### src/rtl/prev_value_scheduler.sv
// rtl/prev_value_scheduler.sv - round-robin shared previous-sample history store
//
// Purpose:
//   N_CH requester channels share one history store. A round-robin arbiter
//   grants one channel per cycle. At the granted edge the channel's sample
//   is written into its slot, and the value that was previously in the slot
//   is returned on the response port one cycle later.
//
// Ports:
//   clk           in   system clock, all state on rising edge
//   rst           in   synchronous reset, active-high
//   req           in   [N_CH]    per-channel request, held until granted
//   sample_flat   in   [N_CH*W]  channel k sample at [k*W +: W], signed
//   clear         in   single-cycle pulse, invalidates all history slots
//   grant         out  [N_CH]    one-hot combinational grant (0 during rst)
//   resp_valid    out  one-cycle response strobe
//   resp_ch       out  [CW]      channel index of the response
//   resp_prev     out  [W]       previous sample (0 when resp_has_prev=0)
//   resp_has_prev out  1 when resp_ch held a valid sample before the access

module prev_value_scheduler #(
  parameter  int N_CH = 4,
  parameter  int W    = 4,
  localparam int CW   = $clog2(N_CH)
) (
  input  logic              clk,
  input  logic              rst,
  input  logic [N_CH-1:0]   req,
  input  logic [N_CH*W-1:0] sample_flat,
  input  logic              clear,
  output logic [N_CH-1:0]   grant,
  output logic              resp_valid,
  output logic [CW-1:0]     resp_ch,
  output logic [W-1:0]      resp_prev,
  output logic              resp_has_prev
);

  // Arbitration state and history storage
  logic [CW-1:0]   r_rr_ptr;
  logic [W-1:0]    r_hist [N_CH];
  logic [N_CH-1:0] r_valid;

  // Response registers
  logic            r_resp_valid;
  logic [CW-1:0]   r_resp_ch;
  logic [W-1:0]    r_resp_prev;
  logic            r_resp_has_prev;

  // Arbiter results
  logic [CW-1:0]   w_cand [N_CH];
  logic            w_gnt_any;
  logic [CW-1:0]   w_gnt_idx;
  logic [W-1:0]    w_gnt_sample;
  logic [CW-1:0]   w_next_ptr;

  // (base + off) mod N_CH; N_CH need not be a power of two.
  function automatic logic [CW-1:0] wrap_idx(input logic [CW-1:0] base,
                                             input int          off);
    int s;
    s = int'(base) + off;
    if (s >= N_CH) s = s - N_CH;
    return CW'(s);
  endfunction

  // Candidate order for this cycle: rr_ptr, rr_ptr+1, ... with wrap.
  always_comb begin
    for (int i = 0; i < N_CH; i++) begin
      w_cand[i] = wrap_idx(r_rr_ptr, i);
    end
  end

  // First requesting candidate in priority order wins.
  always_comb begin
    w_gnt_any = 1'b0;
    w_gnt_idx = '0;
    for (int i = 0; i < N_CH; i++) begin
      if (!w_gnt_any && req[w_cand[i]]) begin
        w_gnt_any = 1'b1;
        w_gnt_idx = w_cand[i];
      end
    end
  end

  // Mux the winning channel's sample out of the flat bus.
  always_comb begin
    w_gnt_sample = '0;
    for (int k = 0; k < N_CH; k++) begin
      if (w_gnt_idx == CW'(k)) w_gnt_sample = sample_flat[k*W +: W];
    end
  end

  assign w_next_ptr = wrap_idx(w_gnt_idx, 1);

  // A request seen during reset is not granted, so nothing is written.
  assign grant = (w_gnt_any && !rst) ? (N_CH'(1) << w_gnt_idx) : '0;

  always_ff @(posedge clk) begin
    if (rst) begin
      r_rr_ptr        <= '0;
      r_valid         <= '0;
      r_resp_valid    <= 1'b0;
      r_resp_ch       <= '0;
      r_resp_prev     <= '0;
      r_resp_has_prev <= 1'b0;
      for (int k = 0; k < N_CH; k++) begin
        r_hist[k] <= '0;
      end
    end else begin
      if (clear) r_valid <= '0;

      if (w_gnt_any) begin
        // Response reflects pre-clear state of the slot.
        r_resp_valid    <= 1'b1;
        r_resp_ch       <= w_gnt_idx;
        r_resp_has_prev <= r_valid[w_gnt_idx];
        r_resp_prev     <= r_valid[w_gnt_idx] ? r_hist[w_gnt_idx] : '0;
        // Placed after the clear so the fresh write keeps its slot valid.
        r_hist[w_gnt_idx]  <= w_gnt_sample;
        r_valid[w_gnt_idx] <= 1'b1;
        r_rr_ptr           <= w_next_ptr;
      end else begin
        r_resp_valid <= 1'b0;
      end
    end
  end

  assign resp_valid    = r_resp_valid;
  assign resp_ch       = r_resp_ch;
  assign resp_prev     = r_resp_prev;
  assign resp_has_prev = r_resp_has_prev;

endmodule

### config.mk
export PLATFORM = sky130hd
export DESIGN_NAME = prev_value_scheduler
export DESIGN_NICKNAME = d
export VERILOG_FILES = /design/src/rtl/prev_value_scheduler.sv
export SDC_FILE = /design/constraint.sdc
export NUM_CORES = 1
export LEC_CHECK = 0
export ABC_AREA = 0
export ABC_CLOCK_PERIOD_IN_PS = 7300
export BUFFER_PORTS_ARGS = -buffer_cell sky130_fd_sc_hd__buf_2
export CORE_MARGIN = 2
export CORE_UTILIZATION = 57
export DETAILED_ROUTE_END_ITERATION = 8
export HOLD_SLACK_MARGIN = 0.08
export PLACE_DENSITY_LB_ADDON = 0.05
export SKIP_LAST_GASP = 1
export SLEW_MARGIN = 15
export SYNTH_ARGS = -nofsm -noshare
export SYNTH_HDL_FRONTEND = slang
export SYNTH_SLANG_ARGS = --single-unit
### constraint.sdc
create_clock -name clk -period 7.3 [get_ports clk]
set_input_delay 0.365 -clock clk [delete_from_list [all_inputs] [get_ports clk]]
set_output_delay 0.365 -clock clk [all_outputs]
set_load 0.005 [all_outputs]
==> metrics.md, run 1 <==
| Metric | Value |
|---|---|
| Area added between synthesis and finish | `14.5%` |
| Post-synth design cell area | `about 1500 um2` |
| Final worst slack | `roughly 4 ns` |
| Crit path time final | `about 3.3 ns` |
| Leakage | `~0.80 nW` |
| CTS tree | `yes` |
| Tot Pwr | `approximately 0.43 mW` |
| Avg Cell Area, Syn | `about 11 um2` |
| Fraction of layout cells with a size suffix above 1 | `between 20 and 30%` |
| Post-synth top area cell | `edfxtp_1` |
| Hold crit path type | `in -> reg` |
| Cell area after layout | `about 1700 um2` |
| I/O pins | `35` |
| Internal | `0.295 mW` |
| Largest net degree at the start of global routing | `17` |
| CTS sink cnt | `30` |
| Global-route usage over all layers | `21.0%` |
| Via/cell ratio | `between 5 and 6` |
| Netlist cell types | `32` |
| Seq cells post-synth | `30` |
| Initial Utilization | `around 60%` |
| WS Path Type | `reg -> reg` |
| Met3 routed WL | `~150 um` |
| DIE HEIGHT | `around 55 um` |
| Outcome | `completed` |
| First-pass GRT wire length | `4960 um` |
| TritonCTS buffer count | `5` |
| Vias in the first global route | `approximately 1,200` |
| Placed Area | `~1700 um2` |
| Crit. End Element | `flip-flop` |
| Final setup TNS | `0 ns` |
| Final setup vio count | `0` |
| Worst slack at placement | `3.98 ns` |
| CTS Hold Bufs | `0` |
| Final hold slack | `~0.34 ns` |
| Max-capacitance violation count | `0` |
| HPWL Detailed | `~2100 um` |
| Initial antenna violation count | `0` |
| Hold Fails Final Rpt | `0` |
| Most common cell after layout, fill and taps aside | `buf_2` |
| Max Root-Sink Buffers | `2` |
| Clk slew on worst S/H paths | `around 0.10 ns` |
| # Post-CTS Setup Buffers | `0` |
| Cell count after placement | `198` |
| Switching Fraction | `31.4%` |
| Final Slew Violations | `0` |
| Worst path arrival time | `~3.4 ns` |
| Clock Skew | `roughly 0.0080 ns` |
| Drt initial violations | `36` |
| Main flop type after synthesis | `edfxtp_1` |
| Worst-Skew Late Latency | `approximately 0.33 ns` |
| Total routed wirelength | `~2800 um` |
| Wire per inst | `around 14 um` |
| Die X | `55.5 um` |
| Final ANT Viol Nets | `0` |
| Die area | `3080 um2` |
| Post-layout nets | `around 200` |
| Count of mapped cells out of synthesis | `approximately 140` |
| Highest-count cells in the layout ignoring fill and taps | `34 x buf_2, 22 x nor2_1, 16 x edfxtp_1, 14 x dfxtp_1, 11 x mux2i_1` |
| GRT overflow | `0` |
| FFs w/ async S/R, synth | `0%` |
| CP Launch Type | `flip-flop` |
| Highest routed metal layer | `met4` |
| CP required | `7.37 ns` |
| RSZ-0062 raised after global routing | `false` |
| M1 WL | `around 1300 um` |
| Total number of vias | `1,166` |
| Relative slew slack | `around 34%` |
| Clock power frac | `24.4%` |
| Top post-synthesis cells by area | `edfxtp_1 32%, dfxtp_1 19%, mux2i_1 7.3%` |
| Final period util | `a little under half` |
| Drt pass-1 iters | `4` |
| Yosys warns | `0` |
| Clock root buffer | `clkbuf_4` |
| Synth top area share | `between 30% and 40%` |
| Sw power | `around 0.14 mW` |
| Worst slew pin tran | `0.987 ns` |
| Diode count | `0` |
| Core Area | `between 2000 and 2500 um2` |
| Post_cts resized | `0` |
| Logic pwr share | `a little over a quarter` |
| Port buffer count | `34` |
| Pwr per Cell Area | `249 nW/um2` |
| Reg power frac | `49.0%` |
| CP max FO | `13` |
| Final core utilization | `between 60 and 70%` |
| Post-synth EDFFs | `16` |
| Rows | `18` |
| Number of fillers in the final layout | `between 150 and 200` |
| Sequential element share of the synthesized area | `a little over 50%` |
| Drt drc | `0` |
| H-tree Lvls | `2` |
| Peak supply drop | `0.156 mV` |
| Highest clock rate | `slightly above 300 MHz` |
| Routed length on met2 | `around 1300 um` |
| Routability cong. | `around 0.8` |
| Net Count, Synth | `approximately 170` |
| Finished Layout Cells | `about 200` |
[worst paths after layout]
path | endpoint | startpoint | slack [ns] | cells after the start
worst max-delay path | r_hist[0][2]$_SDFFCE_PN0P_ | r_rr_ptr[1]$_SDFFE_PP0N_ | 3.98 | 10
worst min-delay path | r_rr_ptr[1]$_SDFFE_PP0N_ | rst | 0.34 | 2
worst max register to register | r_hist[0][2]$_SDFFCE_PN0P_ | r_rr_ptr[1]$_SDFFE_PP0N_ | 3.98 | 10
worst min register to register | r_valid[0]$_SDFF_PP0_ | r_valid[0]$_SDFF_PP0_ | 0.46 | 1
[layer usage]
| metal | GRT usage [%] | vias to the layer above |
|---|---|---|
| li1 | - | 573 |
| met1 | 25.3 | 545 |
| met2 | 32.5 | 39 |
| met3 | 6.09 | 9 |
| met4 | 13.9 | 0 |
| met5 | 0 | - |
[registers in the layout (all words and copies together) (netlist names)]
signal	flops
resp_has_prev	1
r_valid	4
r_hist	16
resp_prev	4
resp_ch	2
resp_valid	1
r_rr_ptr	2
[layout make-up]
| type | count | area [um2] | area share (%) |
|---|---|---|---|
| Timing Repair Buffer | 34 | 170 | 9.83 |
| Clock inverter | 2 | 12.5 | 0.723 |
| Sequential cell | 30 | 761 | 44.0 |
| Tap cell | 30 | 37.5 | 2.17 |
| Inverter | 5 | 21.3 | 1.23 |
| Multi-Input combinational cell | 99 | 677 | 39.1 |
| Clock buffer | 6 | 51.3 | 2.96 |
[power groups by stage]
stage	logic [mW]	clock network, mW	registers (mW)
2_1_floorplan	0.0901	0	0.213
3_3_place_gp	0.113	0	0.214
3_5_place_dp	0.114	0	0.215
4_1_cts	0.115	0.107	0.211
5_1_grt	0.128	0.115	0.213
6_report	0.114	0.105	0.211
[worst max-delay path, stage by stage (launching register included)]
cell and delay, ns:
dfxtp_1 0.48, mux2i_1 0.23, nor2_1 0.07, a311oi_2 0.84
inv_2 0.20, ha_1 0.28, nor2b_1 0.17, a221oi_1 0.28
nor3_1 0.09, a21oi_1 0.33, nor2_1 0.10
[cells in the mapped netlist (4+ instances only)]
library cell and number:
a221oi_1 4, a21oi_1 8, edfxtp_1 16, nand2b_1 5, nand2_1 9, nor2b_1 5
and2_1 4, nor2_1 22, nor3_1 4, a21o_1 6, mux2i_1 11, dfxtp_1 14
ha_1 4
[cell families (layout without fill, tap and decap cells)]
family,after synthesis,in the layout,synth area share (%)
buf+inv,10,47,4.88
compound gates,29,29,16.3
mux,11,11,7.29
simple gates,55,55,17.9
flops,30,30,50.3
fa+ha+maj,4,4,3.31
Note: power is estimated with default switching activity, not from simulation.
==> run 2: changes to the inputs <==
- ABC_AREA: 0 -> 1
- ABC_CLOCK_PERIOD_IN_PS: 7300 -> 3100
- CORE_UTILIZATION: 57 -> 55
- clock period: 7.3 -> 3.1 ns (I/O delays scaled with it)
==> run 2 against run 1 <==
  * Sequential power increased to 3.2 times the previous value
  * Utilization decreased by 0.35 points
  * Synthesized area grew 20%
  * Combinational power grew to 14 times the previous value
  * Wire length increased by 34%
  * Clock skew is 0.0068 ns higher
  * Via count increased by 37%
  * Highest routed layer unchanged
==> metrics.md, run 2 <==
| Metric | Value |
|---|---|
| Outcome | `completed (unchanged)` |
| Global-route usage over all layers | `24.0% (was 21.0%)` |
| Max Root-Sink Buffers | `2 (unchanged)` |
| Wire per inst | `12.0 um (was 13.8 um)` |
| DIE HEIGHT | `61.4 um (was 55.5 um)` |
| Hold crit path type | `in -> reg (unchanged)` |
| Worst-Skew Late Latency | `0.34 ns (was 0.33 ns)` |
| Final setup TNS | `0 ns (unchanged)` |
| Worst path arrival time | `2.95 ns (was 3.39 ns)` |
| Clk slew on worst S/H paths | `0.11 ns (was 0.10 ns)` |
| Finished Layout Cells | `318 (was 206)` |
| HPWL Detailed | `2880 um (was 2130 um)` |
| Relative slew slack | `57.7% (was 34.2%)` |
| CP max FO | `11 (was 13)` |
| H-tree Lvls | `2 (unchanged)` |
| Synth top area share | `26.6% (was 31.8%)` |
| Most common cell after layout, fill and taps aside | `nand2_1 (was buf_2)` |
| Drt pass-1 iters | `4 (unchanged)` |
| Clock root buffer | `clkbuf_4 (unchanged)` |
| Main combinational cell family by area after synthesis | `simple AND/OR/NAND/NOR gates (unchanged)` |
| Die area | `3760 um2 (was 3080 um2)` |
| I/O pins | `35 (unchanged)` |
| Post-synth design cell area | `1810 um2 (was 1510 um2)` |
| Compound-gate portion of the synthesized area | `8.99% (was 16.3%)` |
| Area added between synthesis and finish | `18.1% (was 14.5%)` |
| Hold Fails Final Rpt | `0 (unchanged)` |
| Post-synth EDFFs | `16 (unchanged)` |
| Placed Area | `2010 um2 (was 1670 um2)` |
| Cell count after placement | `308 (was 198)` |
| Die X | `61.4 um (was 55.5 um)` |
| Peak supply drop | `0.689 mV (was 0.156 mV)` |
| Via/cell ratio | `5.03 (was 5.66)` |
| Routability cong. | `0.887 (was 0.798)` |
| Largest net degree at the start of global routing | `17 (unchanged)` |
| Avg Cell Area, Syn | `7.80 um2 (was 10.9 um2)` |
| GRT overflow | `0 (unchanged)` |
| CTS tree | `yes (unchanged)` |
| Top reg by flops | `r_hist (unchanged)` |
| Count of mapped cells out of synthesis | `232 (was 139)` |
| Max-capacitance violation count | `0 (unchanged)` |
| TritonCTS buffer count | `5 (unchanged)` |
| Final worst slack | `0.337 ns (was 3.98 ns)` |
| Sequential element share of the synthesized area | `42.0% (was 50.3%)` |
| Mux share of post-synthesis cell area | `0% (was 7.28%)` |
| CP required | `3.29 ns (was 7.37 ns)` |
| Final setup vio count | `0 (unchanged)` |
| Core Area | `3100 um2 (was 2500 um2)` |
| CTS sink cnt | `30 (unchanged)` |
| Cell area after layout | `2140 um2 (was 1730 um2)` |
| Simple-gate share of the synthesized area | `37.2% (was 17.9%)` |
| Number of fillers in the final layout | `284 (was 194)` |
| RSZ-0062 raised after global routing | `false (unchanged)` |
| Highest clock rate | `362 MHz (was 302 MHz)` |
| Pwr per Cell Area | `1250 nW/um2 (was 249 nW/um2)` |
| First-pass GRT wire length | `6510 um (was 4960 um)` |
| Total routed wirelength | `3820 um (was 2850 um)` |
| Seq cells post-synth | `30 (unchanged)` |
| Crit. End Element | `flip-flop (unchanged)` |
| # Post-CTS Setup Buffers | `0 (unchanged)` |
| Yosys warns | `0 (unchanged)` |
| Initial antenna violation count | `0 (unchanged)` |
| XOR/XNOR Fraction of Synth Area | `0% (unchanged)` |
| Net Count, Synth | `259 (was 166)` |
| Netlist cell types | `28 (was 32)` |
| Final period util | `89.1% (was 45.4%)` |
| Vias in the first global route | `1,517 (was 1,159)` |
| Rows | `20 (was 18)` |
| Crit path time final | `2.76 ns (was 3.32 ns)` |
| Final Slew Violations | `0 (unchanged)` |
| Worst slew pin tran | `0.631 ns (was 0.987 ns)` |
| Highest-count cells in the layout ignoring fill and taps | `66 x nand2_1, 34 x buf_2, 28 x inv_1, 21 x nor2_1, 19 x nand3_1 (was 34 x buf_2, 22 x nor2_1, 16 x edfxtp_1, 14 x dfxtp_1, 11 x mux2i_1)` |
| Diode count | `0 (unchanged)` |
| Worst slack at placement | `0.234 ns (was 3.98 ns)` |
| Total number of vias | `1,600 (was 1,166)` |
| FFs w/ async S/R, synth | `0% (unchanged)` |
| Fraction of layout cells with a size suffix above 1 | `25.5% (was 29.5%)` |
| Post-synth top area cell | `edfxtp_1 (unchanged)` |
| Final hold slack | `0.0992 ns (was 0.340 ns)` |
| Main flop type after synthesis | `edfxtp_1 (unchanged)` |
| Clock Skew | `0.0148 ns (was 0.00795 ns)` |
| Initial Utilization | `58.3% (was 60.5%)` |
| Most common cell in the netlist | `nand2_1 (was nor2_1)` |
| Max reg flops | `16 (unchanged)` |
| Drt drc | `0 (unchanged)` |
| Drt initial violations | `89 (was 36)` |
| CP Launch Type | `flip-flop (unchanged)` |
| WS Path Type | `reg -> reg (unchanged)` |
| Synth cell count leaders | `66 x nand2_1, 28 x inv_1, 21 x nor2_1 (was 22 x nor2_1, 16 x edfxtp_1, 14 x dfxtp_1)` |
| Adder-Cell Fraction of Synth Area | `2.77% (was 3.31%)` |
| Leakage | `1.07 nW (was 0.801 nW)` |
| Port buffer count | `34 (unchanged)` |
| Final ANT Viol Nets | `0 (unchanged)` |
| Top post-synthesis cells by area | `edfxtp_1 27%, dfxtp_1 15%, nand2_1 14% (was edfxtp_1 32%, dfxtp_1 19%, mux2i_1 7.3%)` |
| Post-layout nets | `300 (was 202)` |
## run 2: changes by cell type in the layout (fill, tap and decap cells not counted), moves of 9 or more
cell / previous run / this run
inv_1: 3 / 28
nand3_1: 3 / 19
nand2_2: 0 / 10
mux2i_1: 11 / 0
nand3b_1: 0 / 9
nand2_1: 9 / 66
## run 2: worst max-delay path, cell delays in order, from the launching register on
cell     delay, ns
dfxtp_2       0.48
inv_2         0.13
nand2_1       0.12
nand2_4       0.08
nand2_4       0.07
nand2_4       0.06
nor2_4        0.11
nand4_1       0.16
nand2_4       0.19
inv_2         0.10
ha_1          0.26
nor2_1        0.25
a22oi_1       0.09
o21ai_0       0.14
o21ai_0       0.21
nor2_1        0.16
## run 2: path summary, 6_finish.rpt
kind / startpoint / cells after the start / slack (ns) / endpoint
worst min register to register: resp_prev[2]$_SDFFE_PP0N_ / 2 / 0.45 / resp_prev[2]$_SDFFE_PP0N_
worst min-delay path: rst / 2 / 0.1 / r_valid[1]$_SDFF_PP0_
worst max register to register: r_rr_ptr[0]$_SDFFE_PP0N_ / 15 / 0.34 / r_hist[1][0]$_SDFFCE_PN0P_
worst max-delay path: r_rr_ptr[0]$_SDFFE_PP0N_ / 15 / 0.34 / r_hist[1][0]$_SDFFCE_PN0P_
## run 2: routing by layer
metal	part of all wire (%)	vias up	global-route usage, %
met5	0	-	0
met4	1.3	0	10.0
met3	4.7	5	5.04
met2	44	45	38.9
met1	50	715	31.3
li1	-	835	-
## run 2: power by group
part           internal [mW]  total [mW]  switching [mW]
Combinational          0.569        1.59            1.02
Sequential             0.615       0.680          0.0650
Clock                  0.248       0.393           0.145
## run 2: cell families after synthesis
logic type | Yosys count
and+or+nand+nor | 136
adders and majority gates | 4
AOI/OAI and AO/OA | 25
buffers and inverters | 37
DFF | 30
## run 2: metrics by stage
| stage | util, % | power, mW |
|---|---|---|
| floorplan | - | 1.92 |
| global placement | 64.9 | 2.25 |
| detailed placement | 64.9 | 2.26 |
| CTS | 68.8 | 2.67 |
| global route | 68.9 | 2.92 |
| finish | 68.9 | 2.67 |
## run 2: what timing repair did
action	4_1_cts	5_1_grt
endpoints found under the setup margin	0	17
hold endpoints to repair	4	0
hold buffers	2	0
gates resized for setup	0	1
## run 2: cell type report
cell class	instances	area, um2	area share (%)
Clock buffer	5	37.5	1.76
Clock inverter	3	63.8	2.99
Inverter	32	120	5.62
Multi-Input combinational cell	165	886	41.5
Sequential cell	30	762	35.7
Tap cell	44	55.1	2.58
Timing Repair Buffer	39	213	9.95
